`src/rtl/spi_pkg.sv`:
```
// Shared definitions for the SPI register-access transaction controller:
// FSM state encoding and command-frame constants.
package spi_pkg;

  typedef enum logic [2:0] {
    IDLE,
    SEND,
    WAIT_DONE,
    POP,
    CAPTURE,
    FINISH,
    ABORT
  } state_t;

  // Byte 0 of every frame is {rw, addr[6:0]}.
  localparam int         RW_BIT   = 7;
  localparam logic [7:0] RD_DUMMY = 8'h00;

endpackage

```
`src/rtl/spi_txn_timeout.sv`:
```
// Saturating wait counter: counts enabled cycles since the last clear and
// flags expiry on the LIMIT-th enabled cycle; it never wraps.
module spi_txn_timeout #(
  parameter int CNT_W = 13,
  parameter int LIMIT = 4096
) (
  input  logic             clk_i,
  input  logic             rst_i,
  input  logic             clr_i,
  input  logic             en_i,
  input  logic             load_i,
  input  logic [CNT_W-1:0] load_val_i,
  output logic             expired_o
);

  localparam logic [CNT_W-1:0] LAST = CNT_W'(LIMIT - 1);

  logic [CNT_W-1:0] cnt_q, cnt_d;

  always_comb begin
    cnt_d = cnt_q;
    if (clr_i) begin
      cnt_d = '0;
    end else if (load_i) begin
      cnt_d = load_val_i;
    end else if (en_i && (cnt_q < LAST)) begin
      cnt_d = cnt_q + CNT_W'(1);
    end
  end

  always_ff @(posedge clk_i) begin
    if (rst_i) begin
      cnt_q <= '0;
    end else begin
      cnt_q <= cnt_d;
    end
  end

  // Expiry is seen during the LIMIT-th waiting cycle so the FSM leaves on
  // exactly that edge.
  assign expired_o = (cnt_q >= LAST);

endmodule

```
`src/rtl/spi_txn_ctrl.sv`:
```
// Register-access transaction controller in front of spi_master: serialises
// one {rw,addr}+data frame byte by byte and drains the matching RX bytes.
module spi_txn_ctrl
  import spi_pkg::*;
#(
  parameter int DATA_BYTES     = 4,
  parameter int TIMEOUT_CYCLES = 4096,
  parameter int CNT_W          = 13
) (
  input  logic                    i_clk,
  input  logic                    i_reset,
  input  logic                    i_start,
  input  logic                    i_rw,
  input  logic [6:0]              i_addr,
  input  logic [8*DATA_BYTES-1:0] i_wdata,
  output logic                    o_busy,
  output logic                    o_done,
  output logic                    o_error,
  output logic [8*DATA_BYTES-1:0] o_rdata,
  output logic                    o_DV,
  output logic [7:0]              o_tx_byte,
  input  logic                    i_byte_done,
  output logic                    o_read_enable,
  input  logic [7:0]              i_rx_byte,
  input  logic                    i_rx_empty,
  input  logic                    i_rst_busy
);

  localparam int               W        = 8 * DATA_BYTES;
  localparam int               IDX_W    = $clog2(DATA_BYTES + 1);
  localparam logic [IDX_W-1:0] LAST_IDX = IDX_W'(DATA_BYTES);

  state_t           state_q, state_d;
  logic [IDX_W-1:0] idx_q, idx_d;
  logic             rw_q, rw_d;
  logic [6:0]       addr_q, addr_d;
  logic [W-1:0]     wdata_q, wdata_d;
  logic [W-1:0]     rdata_q, rdata_d;
  logic             tmr_clr, tmr_en, tmr_expired;

  always_comb begin
    state_d       = state_q;
    idx_d         = idx_q;
    rw_d          = rw_q;
    addr_d        = addr_q;
    wdata_d       = wdata_q;
    rdata_d       = rdata_q;
    o_busy        = 1'b0;
    o_done        = 1'b0;
    o_error       = 1'b0;
    o_DV          = 1'b0;
    o_tx_byte     = '0;
    o_read_enable = 1'b0;

    case (state_q)
      IDLE: begin
        if (i_start && !i_rst_busy) begin
          rw_d    = i_rw;
          addr_d  = i_addr;
          wdata_d = i_wdata;
          idx_d   = '0;
          state_d = SEND;
        end
      end

      SEND: begin
        o_busy = 1'b1;
        o_DV   = 1'b1;
        if (idx_q == '0) begin
          o_tx_byte[RW_BIT]     = rw_q;
          o_tx_byte[RW_BIT-1:0] = addr_q;
        end else if (rw_q) begin
          o_tx_byte = RD_DUMMY;
        end else begin
          // Write data leaves MSB byte first; shift so the next byte is on top.
          o_tx_byte = wdata_q[W-1 -: 8];
          wdata_d   = wdata_q << 8;
        end
        state_d = WAIT_DONE;
      end

      WAIT_DONE: begin
        o_busy = 1'b1;
        if (i_byte_done) begin
          state_d = POP;
        end else if (tmr_expired) begin
          state_d = ABORT;
        end
      end

      POP: begin
        o_busy = 1'b1;
        if (!i_rx_empty) begin
          o_read_enable = 1'b1;
          state_d       = CAPTURE;
        end else if (tmr_expired) begin
          state_d = ABORT;
        end
      end

      CAPTURE: begin
        o_busy = 1'b1;
        // The response to the command byte carries no data.
        if (rw_q && (idx_q != '0)) begin
          rdata_d = (rdata_q << 8) | W'(i_rx_byte);
        end
        if (idx_q == LAST_IDX) begin
          state_d = FINISH;
        end else begin
          idx_d   = idx_q + IDX_W'(1);
          state_d = SEND;
        end
      end

      FINISH: begin
        o_done  = 1'b1;
        state_d = IDLE;
      end

      ABORT: begin
        o_error = 1'b1;
        state_d = IDLE;
      end

      default: state_d = IDLE;
    endcase
  end

  always_ff @(posedge i_clk) begin
    if (i_reset) begin
      state_q <= IDLE;
      idx_q   <= '0;
      rdata_q <= '0;
    end else begin
      state_q <= state_d;
      idx_q   <= idx_d;
      rdata_q <= rdata_d;
    end
  end

  always_ff @(posedge i_clk) begin
    rw_q    <= rw_d;
    addr_q  <= addr_d;
    wdata_q <= wdata_d;
  end

  assign tmr_clr = (state_d != state_q);
  assign tmr_en  = (state_q == WAIT_DONE) || (state_q == POP);

  spi_txn_timeout #(
    .CNT_W (CNT_W),
    .LIMIT (TIMEOUT_CYCLES)
  ) u_timeout (
    .clk_i      (i_clk),
    .rst_i      (i_reset),
    .clr_i      (tmr_clr),
    .en_i       (tmr_en),
    .load_i     (1'b0),
    .load_val_i ('0),
    .expired_o  (tmr_expired)
  );

  assign o_rdata = rdata_q;

endmodule

```
`config.mk`:
```
export PLATFORM = sky130hd
export DESIGN_NAME = spi_txn_ctrl
export DESIGN_NICKNAME = d
export VERILOG_FILES = /design/src/rtl/spi_pkg.sv /design/src/rtl/spi_txn_timeout.sv /design/src/rtl/spi_txn_ctrl.sv
export SDC_FILE = /design/constraint.sdc
export NUM_CORES = 1
export LEC_CHECK = 0
export ABC_AREA = 1
export BUFFER_PORTS_ARGS = -buffer_cell sky130_fd_sc_hd__buf_4
export CAP_MARGIN = 20
export CORE_MARGIN = 5
export CORE_UTILIZATION = 50
export CTS_CLUSTER_DIAMETER = 150
export CTS_CLUSTER_SIZE = 12
export DETAILED_ROUTE_END_ITERATION = 10
export HOLD_SLACK_MARGIN = 0.03
export PLACE_DENSITY = 0.76
export SYNTH_ARGS = -nofsm -noshare
export SYNTH_HDL_FRONTEND = slang
export SYNTH_SLANG_ARGS = --single-unit
```
`constraint.sdc`:
```
create_clock -name i_clk -period 6.4 [get_ports i_clk]
set_clock_uncertainty 0.05 [all_clocks]
set_input_delay 0.64 -clock i_clk [delete_from_list [all_inputs] [get_ports i_clk]]
set_output_delay 0.64 -clock i_clk [all_outputs]
set_load 0.005 [all_outputs]
```
Word-level counts from Yosys, hierarchy flattened
Cells that the tools add are included.
- RAM bits: 0
- register bits: 91
- ROM bits: 0
- memories kept: 0
- input port bits: 54
- bits in latches: 0
- add/sub/neg operators: 2
- order comparisons: 2
- divide/modulo/power cells: 0
- shift operators: 0
- bitwise gates (word level): 1
- reduce and logical (&&, ||, !) cells: 16
- multiply operators: 0
- mux-type cells: 22
- equal/unequal tests: 12
- operators with widths (cell ; number):
    $mux W32 ; 3
    $pmux W32 S2 ; 1
    $or A32 B8 Y32 ; 1
    $mux W8 ; 3
    $mux W3 ; 7
    $pmux W3 S5 ; 1
    $add A13 B1 Y13 const B ; 1
    $ge A13 B12 Y1 const B ; 1
    $lt A13 B12 Y1 const B ; 1
    $eq A3 B3 Y1 const B ; 4
    $ne A2 B2 Y1 const B ; 4
    $eq A3 B2 Y1 const B ; 2
    $logic_not A3 Y1 ; 2
    $mux W1 ; 6
    $pmux W3 S2 ; 1
    $reduce_and A2 Y1 ; 2
    $reduce_and A4 Y1 ; 1
    $reduce_bool A2 Y1 ; 2
    $reduce_or A4 Y1 ; 1
    $add A3 B1 Y3 const B ; 1
    $eq A3 B1 Y1 const B ; 1
    $logic_and A1 B1 Y1 ; 3
    $ne A3 B3 Y1 ; 1
    $reduce_and A3 Y1 ; 1
    4 further kinds ; 4

Logic depth before layout (Yosys ltp)
Gate-level depths: netlist (run 1).
- word-level depth: 6
- gate-level depth with buffers: 11
- mapped depth without buffers: 10

By module
A second synthesis (run 1) with hierarchy kept.
- cell total of the unflattened synthesis: 533
- area, all modules: 4205.3 µm²
- modules (own cells, without submodules) (module ; sequential area each (µm²) ; area an instance (µm²) ; instances ; cells each):
    spi_txn_ctrl ; 1961.9 ; 3283.1 ; 1 ; 385
    spi_txn_timeout ; 260.2 ; 922.1 ; 1 ; 148

Worst setup path before layout (run 1)
Ideal clock, no wire load.
- kind: input -> register
- from: input port i_rst_busy
- to: register wdata_q[0] (enable)
- cell stages on the path: 4
- setup slack: 2.954 ns
- path buffers: 0
- arrival time: 2.964 ns
- cells stage by stage: nand3b_1 nor3_2 a21oi_1 a21oi_1
- longest elaborated chain between the ends: 4
- ends and longest elaborated chain (what ; RTL line ; text):
    start: declaration ; spi_txn_ctrl.sv:26 ; input logic i_rst_busy
    $logic_not A1 Y1 ; spi_txn_ctrl.sv:57 ; if (i_start && !i_rst_busy) begin
    $logic_and A1 B1 Y1 ; spi_txn_ctrl.sv:57 ;
    $ne A2 B2 Y1 (no line) ; - ;
    $reduce_and A4 Y1 (no line) ; - ;
    end signal: assignment ; spi_txn_ctrl.sv:144 ; wdata_q <= wdata_d;
    end: declaration ; spi_txn_ctrl.sv:37 ; logic [W-1:0] wdata_q, wdata_d;
No other way between the ends.
A chain may end at the register's enable or synchronous reset.

Worst setup path after layout (run 1)
- from: register state_q[0]
- to: output port o_tx_byte[7]
- longest elaborated chain between the ends: 2
- ends and longest elaborated chain (what ; RTL line ; text):
    start: declaration ; spi_txn_ctrl.sv:33 ; state_t state_q, state_d;
    start signal: assignment ; spi_txn_ctrl.sv:135 ; state_q <= state_d;
    $eq A3 B1 Y1 ; spi_txn_ctrl.sv:55 ; case (state_q)
    $mux W8 ; spi_txn_ctrl.sv:55 ;
    end: declaration ; spi_txn_ctrl.sv:21 ; output logic [7:0] o_tx_byte,
No other way between the ends.

==> results of run 1 <==
==> per-layer routing <==
metal  track usage (%)  up-vias
met2              29.5       80
li1                  -     1725
met1              22.8     1493
met4              7.56        0
met5                 0        -
met3              4.35       10
==> Yosys cell counts (2+ instances only) <==
cell type | number | share of area [%]
a211oi_1 | 2 | 0.37
a21oi_1 | 21 | 2.6
a31oi_1 | 2 | 0.31
buf_2 | 8 | 1.0
clkbuf_1 | 8 | 0.75
dfxtp_1 | 51 | 26
edfxtp_1 | 40 | 30
ha_1 | 3 | 0.94
inv_1 | 36 | 3.4
inv_2 | 3 | 0.28
nand2_1 | 120 | 11
nand3_1 | 6 | 0.75
nand3_2 | 5 | 1.3
nand4_1 | 2 | 0.31
nor2_1 | 90 | 8.4
nor2_2 | 12 | 1.9
nor2_4 | 2 | 0.56
nor3_1 | 12 | 1.5
nor3b_1 | 2 | 0.37
o21ai_0 | 32 | 4.0
o21ai_1 | 4 | 0.50
xnor2_1 | 5 | 1.1
xor2_1 | 4 | 0.87
==> worst max-delay path: stages (launching register included) <==
cell and delay, ns:
dfxtp_1 0.44, inv_1 0.13, nor3_2 0.12, buf_4 0.30, clkinv_1 0.10, buf_4 0.25
nor3b_1 0.29, buf_4 0.16
==> power breakdown <==
| part | switching (uW) | leakage, uW | total (uW) | internal (uW) |
|---|---|---|---|---|
| logic | 64.9 | 0.00141 | 113 | 47.6 |
| clock network | 198 | 0.000111 | 392 | 194 |
| registers | 7.99 | 0.000785 | 642 | 634 |
==> worst min-delay path by stage <==
| stage | from | endpoint | slack (ns) |
|---|---|---|---|
| 3_5_place_dp | idx_q[1] | idx_q[1] | 0.43 |
| 4_1_cts | i_rw | rw_q | 0.39 |
| 2_1_floorplan | idx_q[1] | idx_q[1] | 0.41 |
| 3_3_place_gp | u_timeout.cnt_q[12] | u_timeout.cnt_q[12] | 0.43 |
| 6_report | i_rw | rw_q | 0.42 |
| 5_1_grt | i_rw | rw_q | 0.39 |
==> sequential cells by signal, summed over array words and instances (netlist names) <==
name,flops
idx_q,3
state_q,3
rw_q,1
addr_q,7
u_timeout.cnt_q,13
wdata_q,32
o_rdata,32
==> logic make-up after synthesis <==
| kind of cell | share of synthesized area (%) |
|---|---|
| xor+xnor | 1.97 |
| mux | 0.250 |
| buf+inv | 5.97 |
| flops | 55.5 |
| compound gates | 7.81 |
| fa+ha+maj | 0.938 |
| simple gates | 27.6 |
==> per-stage QoR <==
stage | util [%] | setup slack, ns | hold slack [ns] | cells | total power, uW
2_1_floorplan | - | 2.95 | 0.405 | 479 | 721
3_3_place_gp | 62.0 | 3.35 | 0.426 | 664 | 765
3_5_place_dp | 62.0 | 3.27 | 0.431 | 664 | 769
4_1_cts | 64.6 | 3.26 | 0.394 | 680 | 1160
5_1_grt | 64.8 | 3.32 | 0.387 | 681 | 1200
6_report | 64.8 | 3.55 | 0.417 | 681 | 1150
==> layout make-up <==
type / instances / area (um^2)
clock buffers: 12 / 181
clock inverters: 4 / 26.3
fillers: 673 / 2730
inverters: 40 / 150
multi-input cells: 330 / 1550
flip-flops and latches: 91 / 2220
well taps: 102 / 128
repair buffers: 102 / 773
==> cells in the final DEF, fill, tap and decap left out, types with 9 or more instances in the layout <==
cell	synthesis	final
nand2_1	120	120
edfxtp_1	40	40
buf_4	1	101
nor3_1	12	11
clkbuf_8	0	9
dfxtp_1	51	51
inv_1	36	36
nor2_2	12	13
nor2_1	90	89
o21ai_0	32	32
a21oi_1	21	20
==> summary.md, run 1 <==
| Metric | Value |
|---|---|
| Status | `finished clean` |
| Top_reg_cell synth | `dfxtp_1` |
| Reg2reg setup slack | `4.11 ns` |
| Final critical-path required period | `2.85 ns` |
| Worst vdd ir | `0.136 mV` |
| GRT Total Usage | `18.0%` |
| Area after DPL | `4810 um^2` |
| Vias | `3308` |
| I/O pins | `99` |
| DR iter-0 viols | `125` |
| FF-to-FF End | `wdata_q[1]` |
| Slew Limit Fails | `0` |
| Chip Width | `99.5 um` |
| Yosys warning count | `0` |
| Site row count | `32` |
| First-pass DRT Iterations | `4` |
| CP endpoint kind | `primary output` |
| Number of clock sinks | `91` |
| CTS Buffer Depth | `2` |
| DR DRC count | `0` |
| PD cells | `228 nW/um^2` |
| Post-synth cell types | `32` |
| EDFF count, synth | `40` |
| Synth Cell Area | `4000 um^2` |
| CP Capture Point | `o_tx_byte[7]` |
| Post-synth ARST share | `0%` |
| Gpl congestion | `0.886` |
| Antenna violations before repair | `0` |
| Worst Tran Pin Value | `0.901 ns` |
| Critical Path Source | `state_q[0]` |
| Met3 WL post-DR | `400 um` |
| Ratio of cells with drive above 1 in the final layout | `25.4%` |
| Tcrit/Tclk final | `44.6%` |
| WL met1 | `3.84 mm` |
| Type of the worst setup path | `reg -> out` |
| CTS tree | `done` |
| Startpoint class of the critical path | `flip-flop` |
| CORE AREA | `7770 um^2` |
| # resized after CTS | `0` |
| Antenna fix cells | `0` |
| Synth Net Count | `536` |
| Worst R2R Start | `state_q[2]` |
| Worst-Skew Late Latency | `0.34 ns` |
| Post-Synthesis Cells | `479` |
| RSZ-0062 raised after global routing | `no` |
| Setup violators final | `0` |
| Die Y | `99.5 um` |
| Starting density of the core | `51.5%` |
| Crit path DAT | `2.16 ns` |
| Max-slew headroom | `39.9%` |
| Mapped Avg Cell Area | `8.36 um^2` |
| Drt via density | `4.86` |
| Max Cap Viol | `0` |
| Post-DP HPWL | `6.19 mm` |
| Required time worst endpoint | `5.71 ns` |
| Worst Hold Class | `in -> reg` |
| Final TNS setup | `0 ns` |
| Nets | `631` |
| Max Fclk | `351 MHz` |
| CTS root buf | `clkbuf_8` |
| Static Leak | `0.00230 uW` |
| Routed WL | `8.69 mm` |
| Synth Register Bits | `91` |
| WL/cell | `12.8 um` |
| Register area share after synthesis | `55.5%` |
| First-pass GRT wire length | `14.5 mm` |
| Max FO, Critical Path | `35` |
| Hold Path Depth | `1` |
| Largest net degree at the start of global routing | `36` |
| GRT overflow | `0` |
| Vias in the first global route | `3150` |
| Post-CTS Setup Inserts | `0` |
| Fin area | `5030 um^2` |
| Met2 WL | `4.28 mm` |
| Worst r2r path cells | `6` |
| P&R area growth vs syn | `25.8%` |
| CTS Hold Buffers Added | `0` |
| Htree depth | `3` |
| Final hold vios | `0` |
| Die area | `9900 um^2` |
| I/O Buffers | `98` |
| DRT antenna net count | `0` |
| Max Used Layer | `met4` |
| Clk pin slew, worst setup/hold paths | `0.09 ns` |
| Cts bufs inserted | `9` |
(Power assumes the default switching activity.)
==> inputs of run 2 (changes only) <==
Clock period 6.4 ns to 2.8 ns, I/O delays scaled along.
==> run 2 against run 1 <==
Clock power grew 120%. Cell area grew 0.27%. Count of clock-buffer cells in the layout down 3. Sequential power increased by 130%. Register-to-register slack worse by 3.5 ns. First-iteration DRC count shrank 42%. Largest power group unchanged. Highest routed layer unchanged.
==> summary.md, run 2 (synthesized netlist as in run 1, its figures left out) <==
| Metric | Value |
|---|---|
| CP top delay family | `simple AND/OR/NAND/NOR gates` |
| Cell count after placement | `666 (+0.30%)` |
| Switching fraction of total power | `26.0% (+2.4 points)` |
| First-pass GRT wire length | `14.6 mm (+1.2%)` |
| Ratio of cells with drive above 1 in the final layout | `25.4% (about the same)` |
| Clk pin slew, worst setup/hold paths | `0.09 ns (about the same)` |
| Final critical-path required period | `2.48 ns` |
| Crit path DAT | `2.15 ns (about the same)` |
| Non-filler cells, final | `685 (+0.59%)` |
| Antenna fix cells | `0 (unchanged)` |
| RSZ-0062 raised after global routing | `no` |
| Logic pwr share | `10.2% (+0.4 points)` |
| Worst Path Buf+Inv | `3 (-2)` |
| Largest stage delay on the critical path | `0.45 ns (about the same)` |
| CTS root buf | `clkbuf_8` |
| GRT Total Usage | `18.1% (+0.096 points)` |
| Most used cell, CP | `buf_4` |
| Drt via density | `4.90 (+0.95%)` |
| Seq pwr share | `57.0% (+1.0 points)` |
| DR iter-0 viols | `73 (-42%)` |
| Status | `finished clean` |
| Max FO, Critical Path | `27 (-23%)` |
| P_sw | `669 uW (+150%)` |
| Antenna violations before repair | `0 (unchanged)` |
| Vias | `3359 (+1.5%)` |
| Gpl congestion | `0.841 (-5.1%)` |
| CORE AREA | `7770 um^2 (unchanged)` |
| # resized after CTS | `0 (unchanged)` |
| Worst Hold Class | `in -> reg` |
| Nets | `635 (+0.63%)` |
| Htree depth | `3 (unchanged)` |
| Routed WL | `8.79 mm (+1.2%)` |
| CTS Hold Buffers Added | `1 (+1)` |
| Static Leak | `0.00231 uW (+0.17%)` |
| Die Y | `99.5 um (unchanged)` |
| Startpoint class of the critical path | `flip-flop` |
| GRT overflow | `0 (unchanged)` |
| Final core occ | `65.0% (+0.18 points)` |
| CP endpoint kind | `primary output` |
| WL/cell | `12.8 um (+0.56%)` |
| Share of power burned in the clock network | `32.9% (-1.3 points)` |
| CTS tree | `done` |
| Final TNS setup | `0 ns (unchanged)` |
| Post-CTS Setup Inserts | `0 (unchanged)` |
| Number of clock sinks | `91 (unchanged)` |
| Worst Tran Pin Value | `0.931 ns (+0.0298 ns)` |
| Required time worst endpoint | `2.47 ns (-3.24 ns)` |
| CTS Buffer Depth | `2 (unchanged)` |
| Max-slew headroom | `37.9% (-2.0 points)` |
| P&R area growth vs syn | `26.1%` |
| Largest net degree at the start of global routing | `35 (-2.8%)` |
| Worst-Skew Late Latency | `0.36 ns (+0.02 ns)` |
| Worst vdd ir | `0.283 mV (+110%)` |
| Starting density of the core | `51.5% (unchanged)` |
| Site row count | `32 (unchanged)` |
| Chip Width | `99.5 um (unchanged)` |
| Worst path slowest cell | `dfxtp_1` |
| Vias in the first global route | `3210 (+1.9%)` |
| Type of the worst setup path | `reg -> out` |
| First-pass DRT Iterations | `4 (unchanged)` |
| I/O Buffers | `98 (unchanged)` |
| Fill cells | `698 (+3.7%)` |
| Max Fclk | `404 MHz` |
| DRT antenna net count | `0 (unchanged)` |
| DR DRC count | `0 (unchanged)` |
| Post-DP HPWL | `6.18 mm (-0.21%)` |
| I/O pins | `99 (unchanged)` |
| Fin area | `5050 um^2 (+0.27%)` |
| Most common cell after layout, fill and taps aside | `nand2_1` |
| Commonest cells after routing, fill and taps aside | `nand2_1, buf_4, nor2_1` |
| P_int | `1910 uW (+120%)` |
| CP cell instances | `inv_1, nor3_2, buf_4, nand2_1, nor3_1, buf_4` |
| Die area | `9900 um^2 (unchanged)` |
| PD cells | `511 nW/um^2 (+120%)` |
| Tcrit/Tclk final | `88.5%` |
| Slew Limit Fails | `0 (unchanged)` |
| Seq. cell area | `2220 um^2 (unchanged)` |
| Area after DPL | `4830 um^2 (+0.31%)` |
| Cts bufs inserted | `9 (unchanged)` |
| Final hold vios | `0 (unchanged)` |
| Max Cap Viol | `0 (unchanged)` |
| Multi-input logic area | `1550 um^2 (unchanged)` |
| Setup violators final | `0 (unchanged)` |
-- run 2: power groups by stage --
stage	Sequential, uW	Combinational, uW	Clock [uW]
finish	1470	262	848
global placement	1500	251	0
CTS	1470	262	876
global route	1480	294	925
detailed placement	1500	260	0
floorplan	1500	152	0
-- run 2: metrics by stage --
step	hold slack, ns	total power (uW)	setup slack [ns]
floorplan	0.299	1650	0.317
global placement	0.410	1750	0.687
detailed placement	0.410	1760	0.605
CTS	0.0339	2610	0.336
global route	0.0302	2690	0.122
finish	0.0541	2580	0.323
-- run 2: worst paths after layout --
check	slack, ns	to	cells past startpoint	start
setup reg to reg	0.58	o_rdata[4]	8	idx_q[0]
setup / recovery	0.32	o_tx_byte[6]	6	state_q[0]
hold reg to reg	0.44	idx_q[1]	2	idx_q[1]
hold / removal	0.05	addr_q[2]	1	i_addr[2]
-- run 2: per-layer routing --
layer,GRT usage (%),wire [um],vias to the layer above
li1,-,-,1732
met1,21.0,3730,1544
met2,31.4,4550,70
met3,5.26,378,13
met4,7.25,131,0
met5,0,0,-
-- run 2: final cells by class --
type	instances	area share (%)
Tap cell	102	2.53
Timing Repair Buffer	106	15.9
Clock inverter	7	1.34
Clock buffer	9	2.45
Inverter	40	2.97
Sequential cell	91	44.0
Multi-Input combinational cell	330	30.8
==> inputs of run 3 (changes only) <==
--- a/config.mk
+++ b/config.mk
@@ -16,4 +16,5 @@
 export HOLD_SLACK_MARGIN = 0.03
 export PLACE_DENSITY = 0.76
+export REMOVE_ABC_BUFFERS = 1
 export SYNTH_ARGS = -nofsm -noshare
 export SYNTH_HDL_FRONTEND = slang
--- a/constraint.sdc
+++ b/constraint.sdc
@@ -3,3 +3,3 @@
 set_input_delay 0.28 -clock i_clk [delete_from_list [all_inputs] [get_ports i_clk]]
 set_output_delay 0.28 -clock i_clk [all_outputs]
-set_load 0.005 [all_outputs]
+set_load 0.01 [all_outputs]
==> run 3 against run 2 <==
Sequential power about the same. Non-clock buffer count shrank 2. First-iteration DRC count increased by 78%. Critical path depth rose by 1. Sequential share of layout area is 0.33 points higher. Wire length fell by 0.27%. Register-to-register slack gained 0.13 ns. Via count shrank 2.1%. Combinational power is 2% higher. Total power down 2.6%. Setup slack improved by 0.12 ns. Sequential cell count stayed put. Largest power group unchanged. Highest routed layer unchanged.
==> summary.md, run 3 (synthesized netlist as in run 1, its figures left out) <==
| Metric | Value |
|---|---|
| WL/cell | `12.8 um (about the same)` |
| Starting density of the core | `51.5% (unchanged)` |
| CP top delay family | `simple AND/OR/NAND/NOR gates` |
| Largest stage delay on the critical path | `0.38 ns (-0.07 ns)` |
| Worst-Skew Late Latency | `0.34 ns (-0.02 ns)` |
| CTS root buf | `clkbuf_8` |
| DRT antenna net count | `0 (unchanged)` |
| Site row count | `32 (unchanged)` |
| Hold endpoint | `addr_q[2]` |
| First-pass DRT Iterations | `5 (+1)` |
| Final critical-path required period | `2.36 ns (-0.118 ns)` |
| CP cell instances | `inv_1, ha_1, nand2_2, nand2_1, nand2_1, nor3_1, buf_4` |
| CTS Buffer Depth | `2 (unchanged)` |
| Gpl congestion | `0.855 (+1.6%)` |
| Number of clock sinks | `91 (unchanged)` |
| Clk pin slew, worst setup/hold paths | `0.09 ns (about the same)` |
| Status | `finished clean` |
| Reg2reg setup slack | `0.71 ns (+0.13 ns)` |
| Crit path DAT | `2.03 ns (-0.12 ns)` |
| GRT overflow | `0 (unchanged)` |
| FF-to-FF End | `u_timeout.cnt_q[0]` |
| Setup violators final | `0 (unchanged)` |
| Type of the worst setup path | `reg -> out` |
| Vias in the first global route | `3328 (+3.7%)` |
| GRT Total Usage | `18.2% (+0.035 points)` |
| Seq. cell area | `2220 um^2 (unchanged)` |
| CTS Hold Buffers Added | `0 (-1)` |
| Largest net degree at the start of global routing | `35 (unchanged)` |
| Most common cell after layout, fill and taps aside | `nand2_1` |
| PD cells | `501 nW/um^2 (-1.9%)` |
| Nets | `633 (-0.31%)` |
| Worst Path Buf+Inv | `2 (-1)` |
| Required time worst endpoint | `2.47 ns (about the same)` |
| Max FO, Critical Path | `10 (-63%)` |
| First-pass GRT wire length | `14.8 mm (+0.85%)` |
| Max-slew headroom | `48.6% (+11 points)` |
| RSZ-0062 raised after global routing | `no` |
| Worst vdd ir | `0.278 mV (-1.8%)` |
| Routed WL | `8.77 mm (-0.27%)` |
| Critical path depth | `7 (+1)` |
| Startpoint class of the critical path | `flip-flop` |
| Worst Tran Pin Value | `0.770 ns (-0.161 ns)` |
| I/O Buffers | `98 (unchanged)` |
| CORE AREA | `7770 um^2 (unchanged)` |
| Max Fclk | `424 MHz (+5.0%)` |
| Post-DP HPWL | `6.19 mm (+0.24%)` |
| Antenna violations before repair | `0 (unchanged)` |
| Htree depth | `3 (unchanged)` |
| Fill cells | `670 (-4.0%)` |
| Worst Hold Class | `in -> reg` |
| Pre-CTS setup slack | `0.762 ns (+0.157 ns)` |
| Final core occ | `64.5% (-0.48 points)` |
| Worst path slowest cell | `ha_1` |
| Antenna fix cells | `0 (unchanged)` |
| Commonest cells after routing, fill and taps aside | `nand2_1, buf_4, nor2_1` |
| DR iter-0 viols | `130 (+78%)` |
| Tcrit/Tclk final | `84.2% (-4.2 points)` |
| Post-CTS Setup Inserts | `0 (unchanged)` |
| CP endpoint kind | `primary output` |
| Die area | `9900 um^2 (unchanged)` |
| # resized after CTS | `0 (unchanged)` |
| Max Cap Viol | `0 (unchanged)` |
| Hold Path Depth | `1 (unchanged)` |
| Drt via density | `4.82 (-1.8%)` |
| Worst r2r path cells | `9 (+1)` |
| Static Leak | `0.00228 uW (-1.3%)` |
| Ratio of cells with drive above 1 in the final layout | `25.3% (-0.085 points)` |
| Most used cell, CP | `nand2_1` |
| Slew Limit Fails | `0 (unchanged)` |
| Vias | `3290 (-2.1%)` |
| Hold_sp | `i_addr[2]` |
| Worst R2R Start | `u_timeout.cnt_q[0]` |
| CTS tree | `done` |
| PnR worst setup slack | `0.441 ns (+0.118 ns)` |
| Final hold vios | `0 (unchanged)` |
| Cts bufs inserted | `9 (unchanged)` |
| Die Y | `99.5 um (unchanged)` |
| Chip Width | `99.5 um (unchanged)` |
| DR DRC count | `0 (unchanged)` |
| P&R area growth vs syn | `25.2%` |
| I/O pins | `99 (unchanged)` |
| Multi-input logic area | `1560 um^2 (+0.48%)` |
run 3: per-layer routing:
layer | share of wire (%) | up-vias | GRT usage (%)
met4 | 1.7 | 0 | 7.77
met3 | 5.5 | 13 | 3.86
met5 | 0 | - | 0
li1 | - | 1722 | -
met1 | 44 | 1478 | 22.5
met2 | 49 | 77 | 30.7
run 3: per-stage QoR:
step                      cells  hold slack (ns)  setup TNS (ns)  instance area, um^2  total power, uW
after floorplan             461            0.299          -93.45                 3920             1640
after global placement      667            0.411               0                 4840             1760
after detailed placement    667            0.410               0                 4840             1770
after CTS                   683           0.0417               0                 5010             2540
after global routing        683           0.0342               0                 5010             2630
final                       683           0.0604               0                 5010             2510
run 3: worst register-to-register path: cells and delay by family (launching register included):
| family | cells | cell delay (ns) |
|---|---|---|
| DFF | 1 | 0.41 |
| adders and majority gates | 1 | 0.31 |
| and+or+nand+nor | 8 | 1.25 |
run 3: worst max-delay path by stage:
| stage | slack (ns) | to | startpoint |
|---|---|---|---|
| after detailed placement | 0.76 | u_timeout.cnt_q[0] | u_timeout.cnt_q[0] |
| after floorplan | -1.57 | wdata_q[0] | state_q[0] |
| after global routing | 0.26 | o_tx_byte[4] | idx_q[0] |
| after global placement | 0.88 | wdata_q[3] | idx_q[0] |
| final | 0.44 | o_tx_byte[4] | idx_q[0] |
| after CTS | 0.42 | o_tx_byte[4] | idx_q[0] |
run 3: power by group:
part	switching (uW)	internal [uW]
clock network	452	323
logic	157	111
registers	18.3	1450
total	627	1880
run 3: layout make-up:
cell class | count | share of cell area [%]
clock inverters | 6 | 0.824
repair buffers | 104 | 15.6
inverters | 40 | 3.00
clock buffers | 10 | 2.55
well taps | 102 | 2.55
flip-flops and latches | 91 | 44.3
multi-input cells | 330 | 31.2
